==> src/rtl/rv32i_enc_pkg.sv <==
// Shared constants for the RV32I instruction encoder: descriptor class codes,
// opcodes, fixed funct3 values, FSM state type and immediate range helpers.
package rv32i_enc_pkg;

  localparam logic [2:0] CLS_LOAD   = 3'd0;
  localparam logic [2:0] CLS_STORE  = 3'd1;
  localparam logic [2:0] CLS_RTYPE  = 3'd2;
  localparam logic [2:0] CLS_ITYPE  = 3'd3;
  localparam logic [2:0] CLS_BRANCH = 3'd4;
  localparam logic [2:0] CLS_JAL    = 3'd5;

  localparam logic [6:0] OP_LOAD   = 7'b0000011;
  localparam logic [6:0] OP_STORE  = 7'b0100011;
  localparam logic [6:0] OP_RTYPE  = 7'b0110011;
  localparam logic [6:0] OP_ITYPE  = 7'b0010011;
  localparam logic [6:0] OP_BRANCH = 7'b1100011;
  localparam logic [6:0] OP_JAL    = 7'b1101111;

  localparam logic [2:0] F3_LW  = 3'b010;
  localparam logic [2:0] F3_SW  = 3'b010;
  localparam logic [2:0] F3_BEQ = 3'b000;
  localparam logic [2:0] F3_SRX = 3'b101;

  typedef enum logic [0:0] {
    ST_RUN  = 1'b0,
    ST_HALT = 1'b1
  } enc_state_e;

  // A 21-bit value fits N signed bits when all bits above N-1 copy the sign.
  function automatic logic fits_s12(input logic [20:0] v);
    return (&v[20:11]) | (~|v[20:11]);
  endfunction

  function automatic logic fits_s13(input logic [20:0] v);
    return (&v[20:12]) | (~|v[20:12]);
  endfunction

endpackage

==> src/rtl/rv32i_imm_pack.sv <==
// Inverse of the core's immediate extender: scatters a signed immediate into
// its instruction-word bit positions and flags whether it is encodable.
// JAL support is enabled by defining RV32I_ENC_JAL_EN.
module rv32i_imm_pack
  import rv32i_enc_pkg::*;
(
  input  logic [2:0]  cls,
  input  logic [2:0]  funct3,
  input  logic [20:0] imm,
  output logic [31:0] imm_field,
  output logic        class_ok,
  output logic        range_ok
);

  // Per-class immediate placement and legality.
  always_comb begin
    imm_field = 32'h0000_0000;
    class_ok  = 1'b0;
    range_ok  = 1'b0;
    case (cls)
      CLS_LOAD: begin
        imm_field = {imm[11:0], 20'h00000};
        class_ok  = 1'b1;
        range_ok  = fits_s12(imm);
      end
      CLS_STORE: begin
        imm_field = {imm[11:5], 13'h0000, imm[4:0], 7'h00};
        class_ok  = 1'b1;
        range_ok  = fits_s12(imm);
      end
      CLS_RTYPE: begin
        class_ok = 1'b1;
        range_ok = 1'b1;
      end
      CLS_ITYPE: begin
        class_ok = 1'b1;
        // Shifts carry only shamt here; bit 30 is inserted by the caller.
        if (funct3 == F3_SRX) begin
          imm_field = {7'h00, imm[4:0], 20'h00000};
          range_ok  = fits_s12(imm) & (imm[11:5] == 7'h00);
        end else begin
          imm_field = {imm[11:0], 20'h00000};
          range_ok  = fits_s12(imm);
        end
      end
      CLS_BRANCH: begin
        imm_field = {imm[12], imm[10:5], 13'h0000, imm[4:1], imm[11], 7'h00};
        class_ok  = 1'b1;
        range_ok  = fits_s13(imm) & ~imm[0];
      end
      CLS_JAL: begin
`ifdef RV32I_ENC_JAL_EN
        imm_field = {imm[20], imm[10:1], imm[11], imm[19:12], 12'h000};
        class_ok  = 1'b1;
        range_ok  = ~imm[0];
`else
        imm_field = 32'h0000_0000;
        class_ok  = 1'b0;
        range_ok  = 1'b0;
`endif
      end
      default: begin
        imm_field = 32'h0000_0000;
        class_ok  = 1'b0;
        range_ok  = 1'b0;
      end
    endcase
  end

endmodule

==> src/rtl/rv32i_instr_encoder.sv <==
// Encodes RV32I instruction descriptors and writes them to consecutive
// instruction-memory words. Define RV32I_ENC_JAL_EN to accept class 5 (JAL).
module rv32i_instr_encoder
  import rv32i_enc_pkg::*;
#(
  parameter logic [31:0] BASE_ADDR = 32'h0000_0000,
  parameter int          CNT_W     = 16
) (
  input  logic             clk,
  input  logic             rst_n,
  input  logic             flush,
  input  logic             in_valid,
  output logic             in_ready,
  input  logic [2:0]       in_class,
  input  logic [4:0]       in_rd,
  input  logic [4:0]       in_rs1,
  input  logic [4:0]       in_rs2,
  input  logic [2:0]       in_funct3,
  input  logic             in_f7b5,
  input  logic [20:0]      in_imm,
  output logic             imem_we,
  input  logic             imem_ready,
  output logic [31:0]      imem_addr,
  output logic [31:0]      imem_wdata,
  output logic             err,
  output logic [CNT_W-1:0] count
);

  enc_state_e       state_r, state_s;
  logic             we_r, we_s;
  logic [31:0]      wdata_r, wdata_s;
  logic [31:0]      addr_r, addr_s;
  logic             err_r, err_s;
  logic [CNT_W-1:0] count_r, count_s;

  logic [31:0] imm_field_s;
  logic        class_ok_s;
  logic        range_ok_s;
  logic [31:0] enc_word_s;
  logic        legal_s;
  logic        in_ready_s;
  logic        accept_s;
  logic        write_done_s;

  rv32i_imm_pack u_imm_pack (
    .cls       (in_class),
    .funct3    (in_funct3),
    .imm       (in_imm),
    .imm_field (imm_field_s),
    .class_ok  (class_ok_s),
    .range_ok  (range_ok_s)
  );

  // Merge register/funct/opcode fields with the scattered immediate.
  always_comb begin
    enc_word_s = 32'h0000_0000;
    case (in_class)
      CLS_LOAD:   enc_word_s = imm_field_s | {12'h000, in_rs1, F3_LW, in_rd, OP_LOAD};
      CLS_STORE:  enc_word_s = imm_field_s | {7'h00, in_rs2, in_rs1, F3_SW, 5'h00, OP_STORE};
      CLS_RTYPE:  enc_word_s = {1'b0, in_f7b5, 5'h00, in_rs2, in_rs1, in_funct3, in_rd, OP_RTYPE};
      CLS_ITYPE:  enc_word_s = imm_field_s | {1'b0, in_f7b5 & (in_funct3 == F3_SRX), 10'h000,
                                              in_rs1, in_funct3, in_rd, OP_ITYPE};
      CLS_BRANCH: enc_word_s = imm_field_s | {7'h00, in_rs2, in_rs1, F3_BEQ, 5'h00, OP_BRANCH};
      CLS_JAL:    enc_word_s = imm_field_s | {20'h00000, in_rd, OP_JAL};
      default:    enc_word_s = 32'h0000_0000;
    endcase
  end

  assign legal_s      = class_ok_s & range_ok_s;
  assign in_ready_s   = (state_r == ST_RUN) & ~flush & (~we_r | imem_ready);
  assign accept_s     = in_valid & in_ready_s;
  assign write_done_s = we_r & imem_ready;

  // Next-state and next-output logic; flush overrides any accept or write.
  always_comb begin
    state_s = state_r;
    we_s    = we_r;
    wdata_s = wdata_r;
    addr_s  = addr_r;
    err_s   = err_r;
    count_s = count_r;
    if (flush) begin
      state_s = ST_RUN;
      we_s    = 1'b0;
      addr_s  = BASE_ADDR;
      err_s   = 1'b0;
      count_s = {CNT_W{1'b0}};
    end else begin
      case (state_r)
        ST_RUN: begin
          if (write_done_s) begin
            addr_s  = addr_r + 32'd4;
            count_s = count_r + CNT_W'(1);
            we_s    = 1'b0;
          end else begin
            we_s = we_r;
          end
          if (accept_s) begin
            if (legal_s) begin
              wdata_s = enc_word_s;
              we_s    = 1'b1;
            end else begin
              err_s   = 1'b1;
              we_s    = 1'b0;
              state_s = ST_HALT;
            end
          end else begin
            wdata_s = wdata_r;
          end
        end
        ST_HALT: begin
          we_s = 1'b0;
        end
        default: begin
          state_s = ST_RUN;
          we_s    = 1'b0;
        end
      endcase
    end
  end

  // State and output registers.
  always_ff @(posedge clk or negedge rst_n) begin
    if (!rst_n) begin
      state_r <= ST_RUN;
      we_r    <= 1'b0;
      wdata_r <= 32'h0000_0000;
      addr_r  <= BASE_ADDR;
      err_r   <= 1'b0;
      count_r <= {CNT_W{1'b0}};
    end else begin
      state_r <= state_s;
      we_r    <= we_s;
      wdata_r <= wdata_s;
      addr_r  <= addr_s;
      err_r   <= err_s;
      count_r <= count_s;
    end
  end

  assign in_ready   = in_ready_s;
  assign imem_we    = we_r;
  assign imem_wdata = wdata_r;
  assign imem_addr  = addr_r;
  assign err        = err_r;
  assign count      = count_r;

endmodule

==> config.mk <==
export PLATFORM = sky130hd
export DESIGN_NAME = rv32i_instr_encoder
export DESIGN_NICKNAME = d
export VERILOG_FILES = /design/src/rtl/rv32i_enc_pkg.sv /design/src/rtl/rv32i_imm_pack.sv /design/src/rtl/rv32i_instr_encoder.sv
export SDC_FILE = /design/constraint.sdc
export NUM_CORES = 1
export LEC_CHECK = 0
export BUFFER_PORTS_ARGS = -buffer_cell sky130_fd_sc_hd__buf_2
export CAP_MARGIN = 30
export CORE_MARGIN = 10
export CORE_UTILIZATION = 40
export DETAILED_ROUTE_END_ITERATION = 8
export PLACE_DENSITY = 0.64
export REMOVE_ABC_BUFFERS = 1
export SLEW_MARGIN = 30
export SYNTH_ARGS = -nofsm -noshare
export SYNTH_HDL_FRONTEND = slang
export SYNTH_SLANG_ARGS = --single-unit
==> constraint.sdc <==
create_clock -name clk -period 2.1 [get_ports clk]
set_clock_uncertainty 0.1 [all_clocks]
set_input_delay 0.42 -clock clk [delete_from_list [all_inputs] [get_ports clk]]
set_output_delay 0.42 -clock clk [all_outputs]
set_load 0.005 [all_outputs]
==> reports/metrics.yaml, run 1 <==
gp_congestion: 0.8254
coreArea_mm2: 0.01028
drv_slew: 0
finalPower_w: 0.003653
synth_area_leader_cell: "dfrtp_1"
grt_first_pass_wirelength_um: 18730
cts_root_buf: "clkbuf_8"
fin_ws_ps: 138.4
rr_startpoint: "state_r"
min_path_type: "input pin to register"
postSynthAreaPerCell_um2: 10.14
run_status: "finished clean"
drive_gt1_share_pct: 35.94
ys.flop_type: "dfrtp_1"
die_y_um: 122.6
final_nets: 621
syn_inst: 415
max_cap_viol_count: 0
async_flop_share_pct: 100.0
dieArea_mm2: 0.01503
instances_no_fill: 712
post_drt_wl_per_cell_um: 15.79
synth_commonest_cells: "79 x dfrtp_1, 46 x nor2_1, 27 x nand2_1, 25 x xor2_1, 20 x nand3_1"
utilization_pct: 53.04
via_count: 3656
synth-seq-cells: 79
endpoint: "imem_wdata[18]"
startpoint: "in_imm[15]"
clk_pin_slew_ps: 80
p_leak_nw: 2.740
synth_area_leaders: "dfrtp_1 47%, mux2_4 5.4%, xor2_1 5.2%"
r2r_end: "imem_addr[31]"
clock_latency_ps: 340
synth.most_common_cell: "dfrtp_1"
antenna_found_initial: 0
critPathLaunchType: "input pin"
htree_levels: 3
grt_usage_pct: 15.27
antenna_cells: 0
cts_buffers: 9
peakVddDrop_v: 0.0003497
firstDrtPassIters: 4
syn-cell-area_mm2: 0.004209
clockBufferDepth: 2
die_width_um: 122.6
post_drt_via_cell_ratio: 5.135
post_cts_resized: 0
detail-route-antenna-nets: 0
fin_crit_sh_pct: 93.41
path_class: "input pin to register"
p_per_area_mw_per_mm2: 670.0
pin_count: 131
min_period_ps: 1962
finalSetupViolations: 0
fp-row-count: 37
grt_overflow: 0
path_max_fanout: 19
dp.final_hpwl_um: 8667
cts_tree: "built"
grt_max_degree: 37
cts_sinks: 79
rrSetupSlack_ps: 260
initial_core_util_pct: 40.95
rsz0062_at_grt: "false"
endpoint_kind: "register"
cts_setup_buffers: 0
ys_seq_area_share_pct: 46.97
numPortBuffers: 128
synth_cell_types: 53
cp.arrival_ps: 2080
totalWireLength_um: 11250
synth_edf_count: 0
yosys_warnings: 0
synth_top_area_share_pct: 46.97
hold_violations: 0
pre_cts_ws_ps: -232.5
required_ps: 2220
drt_iter0_markers: 220
syn_to_final_growth_pct: 29.52
post-route-drc-count: 0
grt_pass1_vias: 3834
place_inst: 695
max_freq_mhz: 509.8
rr_worst_depth: 6
final.setup.tns_ps: 0
[sequential cells by signal, indices dropped and copies added, names as in the netlist]
name / flops
state_r: 1
imem_addr: 30
err: 1
count: 16
imem_wdata: 30
imem_we: 1
[routing by layer]
layer / vias up / GRT usage [%] / wire (µm)
li1: 1772 / - / -
met1: 1752 / 19.00 / 4947
met2: 126 / 24.23 / 5160
met3: 6 / 6.198 / 1051
met4: 0 / 3.829 / 86
met5: - / 0 / 0
[logic make-up (layout without fill, tap and decap cells)]
| kind of cell | Yosys count | count (layout) | share of synthesized area (%) |
|---|---|---|---|
| fa+ha+maj | 2 | 2 | 0.5944 |
| mux | 28 | 28 | 8.442 |
| simple gates | 155 | 155 | 18.94 |
| xor+xnor | 39 | 39 | 8.115 |
| flops | 79 | 79 | 46.97 |
| compound gates | 71 | 71 | 12.10 |
| other cells | 1 | 2 | 0.08909 |
| buf+inv | 40 | 200 | 4.756 |
[power by group]
part / internal [W] / switching [W] / total (W)
Sequential: 0.00165 / 0.0000837 / 0.00173
Combinational: 0.000322 / 0.000273 / 0.000595
Clock: 0.000770 / 0.000554 / 0.00132
[timing repair]
item,4_1_cts,5_1_grt
setup endpoints to repair,0,0
endpoints found under the hold margin,24,0
hold buffers,1,0
[worst max-delay path: stages]
cell	delay, ps
buf_2	110
nor4_2	250
nand3_1	190
a2111oi_4	470
o31ai_4	150
buf_12	190
mux2_4	300
[worst min path at each step]
stage	slack (ps)	to	cells after the start	startpoint
finish	200	imem_wdata[15]	2	in_rs1[0]
global route	170	imem_wdata[15]	2	in_rs1[0]
CTS	180	imem_wdata[15]	2	in_rs1[0]
detailed placement	270	count[14]	1	rst_n
global placement	270	count[9]	1	rst_n
floorplan	20	count[0]	0	rst_n
[stage by stage]
stage	hold WS (ps)	cell area, µm²
CTS	178.6	5451
global route	173.2	5451
floorplan	24.41	4076
detailed placement	268.8	5200
global placement	271.5	5200
finish	200.8	5451
[area by class of cell]
type	instances	area (µm²)
tap	136	170.2
timing repair buffer	167	963.4
sequential	79	1977
clock buffer	12	165.2
clock inverter	4	76.32
fill	961	4826
inverter	17	63.81
multi-input combinational	297	2036
[layout by cell type, fill, tap and decap left out, types with 12 or more instances in the layout]
master | Yosys | final
buf_2 | 1 | 127
dfrtp_1 | 79 | 79
nor2_1 | 46 | 46
buf_4 | 5 | 37
nand2_1 | 27 | 27
xor2_1 | 25 | 25
nand3_1 | 20 | 20
a21oi_1 | 19 | 19
inv_1 | 17 | 17
nand4_1 | 16 | 16
o21ai_0 | 15 | 15
mux2_4 | 15 | 15
xnor2_1 | 14 | 14
mux2i_1 | 13 | 13
clkbuf_8 | 0 | 12
Power figures use the tool's default switching activity.
==> run 2: changes to the inputs <==
- CELL_PAD_IN_SITES_DETAIL_PLACEMENT: default -> 0
- CELL_PAD_IN_SITES_GLOBAL_PLACEMENT: default -> 1
- CORE_UTILIZATION: 40 -> 39
- PLACE_DENSITY: 0.64 -> 0.8
==> run 2 against run 1 <==
Net effect:
- sequential share of layout area grew 0.64 points
- combinational power grew 0.7%
- register-to-register slack got worse by 30 ps
- wire length up 1.4%
- clock power down 26%
- first-iteration DRC count fell by 8.6%
- largest cell class unchanged
- largest power group unchanged
==> reports/metrics.yaml, run 2 (synthesized netlist as in run 1, its figures left out) <==
grt_first_pass_wirelength_um: 18400  # -1.8%
switchingPower_w: 0.0008852  # -2.8%
cts_sinks: 79  # unchanged
peakVddDrop_v: 0.0002878  # -18%
fin_ws_ps: 118.2  # -20.23 ps
post_drt_via_cell_ratio: 5.151  # +0.32%
swShare_pct: 26.69  # +1.8 points
tightest_slew_ps: 672.8
min_path_type: "input pin to register"
final_nets: 618  # -0.48%
hold_depth: 2  # unchanged
utilization_pct: 51.44  # -1.6 points
p_clk_share_pct: 29.6  # -6.6 points
post_drt_wl_per_cell_um: 16.10  # +2.0%
r2r_end: "imem_addr[11]"
dp.final_hpwl_um: 8793  # +1.5%
die_y_um: 123.9  # +1.1%
drv_slew: 0  # unchanged
grt_overflow: 0  # unchanged
firstDrtPassIters: 4  # unchanged
syn_to_final_growth_pct: 27.29
finalPower_w: 0.003316  # -9.2%
clockBufferDepth: 2  # unchanged
p_leak_nw: 2.692  # -1.7%
final_common_cell: "buf_2"
post_cts_resized: 0  # unchanged
seq_power_share_pct: 52.3  # +4.8 points
run_status: "finished clean"
endpoint_kind: "register"
cp.arrival_ps: 2110  # +30 ps
cts_root_buf: "clkbuf_8"
hold_violations: 0  # unchanged
initial_core_util_pct: 40.41  # -0.55 points
max_stage_delay_ps: 480  # about the same
via_count: 3647  # -0.25%
pin_count: 131  # unchanged
required_ps: 2230  # about the same
wl_met3_um: 939  # -11%
grt_max_degree: 37  # unchanged
grt_pass1_vias: 3745  # -2.3%
cts_tree: "built"
p_per_area_mw_per_mm2: 618.9  # -7.6%
post-route-drc-count: 0  # unchanged
antenna_found_initial: 0  # unchanged
gp_congestion: 0.8324  # +0.85%
top_layer: "met4"
cpMaxStageDelayCell: "a2111oi_4"
rr_startpoint: "state_r"
drt_iter0_markers: 201  # -8.6%
fin_hold_ws_ps: 199.5  # -1.298 ps
path_class: "input pin to register"
multiInputGateArea_mm2: 0.002036  # unchanged
fp-row-count: 37  # unchanged
final.setup.tns_ps: 0  # unchanged
fin_crit_sh_pct: 94.37  # +0.96 points
grt_usage_pct: 15.00  # -0.27 points
dieArea_mm2: 0.01535  # +2.1%
cts_setup_buffers: 0  # unchanged
antenna_cells: 0  # unchanged
wl_met2_um: 5168  # +0.16%
final_cell_mix: "127 x buf_2, 79 x dfrtp_1, 46 x nor2_1"
endpoint: "imem_wdata[23]"
ff_latch_area_mm2: 0.001977  # unchanged
htree_levels: 3  # unchanged
hold_buffers: 1  # unchanged
clk_pin_slew_ps: 80  # about the same
rrSetupSlack_ps: 230  # -30 ps
finalSetupViolations: 0  # unchanged
comb_power_share_pct: 18.1  # +1.8 points
rsz0062_at_grt: "false"
startpoint: "in_imm[15]"
drive_gt1_share_pct: 34.79  # -1.1 points
clock_latency_ps: 340  # about the same
max_freq_mhz: 504.6  # -1.0%
crit_chain: "buf_2, nor4_2, nand3_1, a2111oi_4, o31ai_4, buf_12, mux2_4"
die_width_um: 123.9  # +1.1%
cts_buffers: 9  # unchanged
min_period_ps: 1982  # +20.23 ps
totalWireLength_um: 11400  # +1.4%
num-fill-cells: 1031  # +7.3%
path_max_fanout: 20  # +1
timing.slew.headroom_pct: 54.95
detail-route-antenna-nets: 0  # unchanged
max_cap_viol_count: 0  # unchanged
p_int_w: 0.002431  # -11%
numPortBuffers: 128  # unchanged
critPathLaunchType: "input pin"
rr_worst_depth: 6  # unchanged
pre_cts_ws_ps: -243.5  # -10.90 ps
m1WireLength_um: 5108  # +3.3%
coreArea_mm2: 0.01042  # +1.4%
==> run 2: cell types whose count changed in the layout (fill, tap and decap cells not counted), moves of 2 or more <==
cell	previous run	this run
clkbuf_1	0	4
clkbuf_8	12	10
buf_4	37	33
bufinv_16	2	0
==> run 2: worst min-delay path by stage <==
stage | startpoint | to | slack (ps)
finish | in_rs1[0] | imem_wdata[15] | 200
global route | in_rs1[3] | imem_wdata[18] | 180
CTS | in_rs1[2] | imem_wdata[17] | 180
detailed placement | rst_n | count[13] | 290
global placement | rst_n | count[9] | 280
floorplan | rst_n | count[0] | 20
==> run 2: layout make-up <==
cell class	count	share of cell area (%)
well taps	136	3.176
inverters	17	1.191
multi-input cells	297	38.00
clock inverters	1	0.09341
flip-flops and latches	79	36.90
clock buffers	14	2.849
repair buffers	164	17.80
==> run 2: routing by layer <==
| layer | vias up | global-route usage (%) |
|---|---|---|
| li1 | 1765 | - |
| met1 | 1754 | 18.90 |
| met2 | 116 | 23.41 |
| met3 | 12 | 4.615 |
| met4 | 0 | 6.259 |
| met5 | - | 0 |
==> run 2: critical path: cells and delay by family <==
kind | cells | cell delay, ps
and+or+nand+nor | 2 | 460
buffers and inverters | 2 | 290
muxes | 1 | 310
AOI/OAI and AO/OA | 2 | 620
==> run 2: power groups by stage <==
| stage | clock network (W) | registers [W] | logic [W] |
|---|---|---|---|
| after floorplan | 0 | 0.00176 | 0.000241 |
| after global placement | 0 | 0.00176 | 0.000598 |
| after detailed placement | 0 | 0.00176 | 0.000616 |
| after CTS | 0.00102 | 0.00174 | 0.000616 |
| after global routing | 0.00109 | 0.00175 | 0.000665 |
| final | 0.000982 | 0.00173 | 0.000599 |
==> run 2: per-stage QoR <==
step	cell area [µm²]	instances
2_1_floorplan	4076	393
3_3_place_gp	5190	692
3_5_place_dp	5190	692
4_1_cts	5358	708
5_1_grt	5358	708
6_report	5358	708
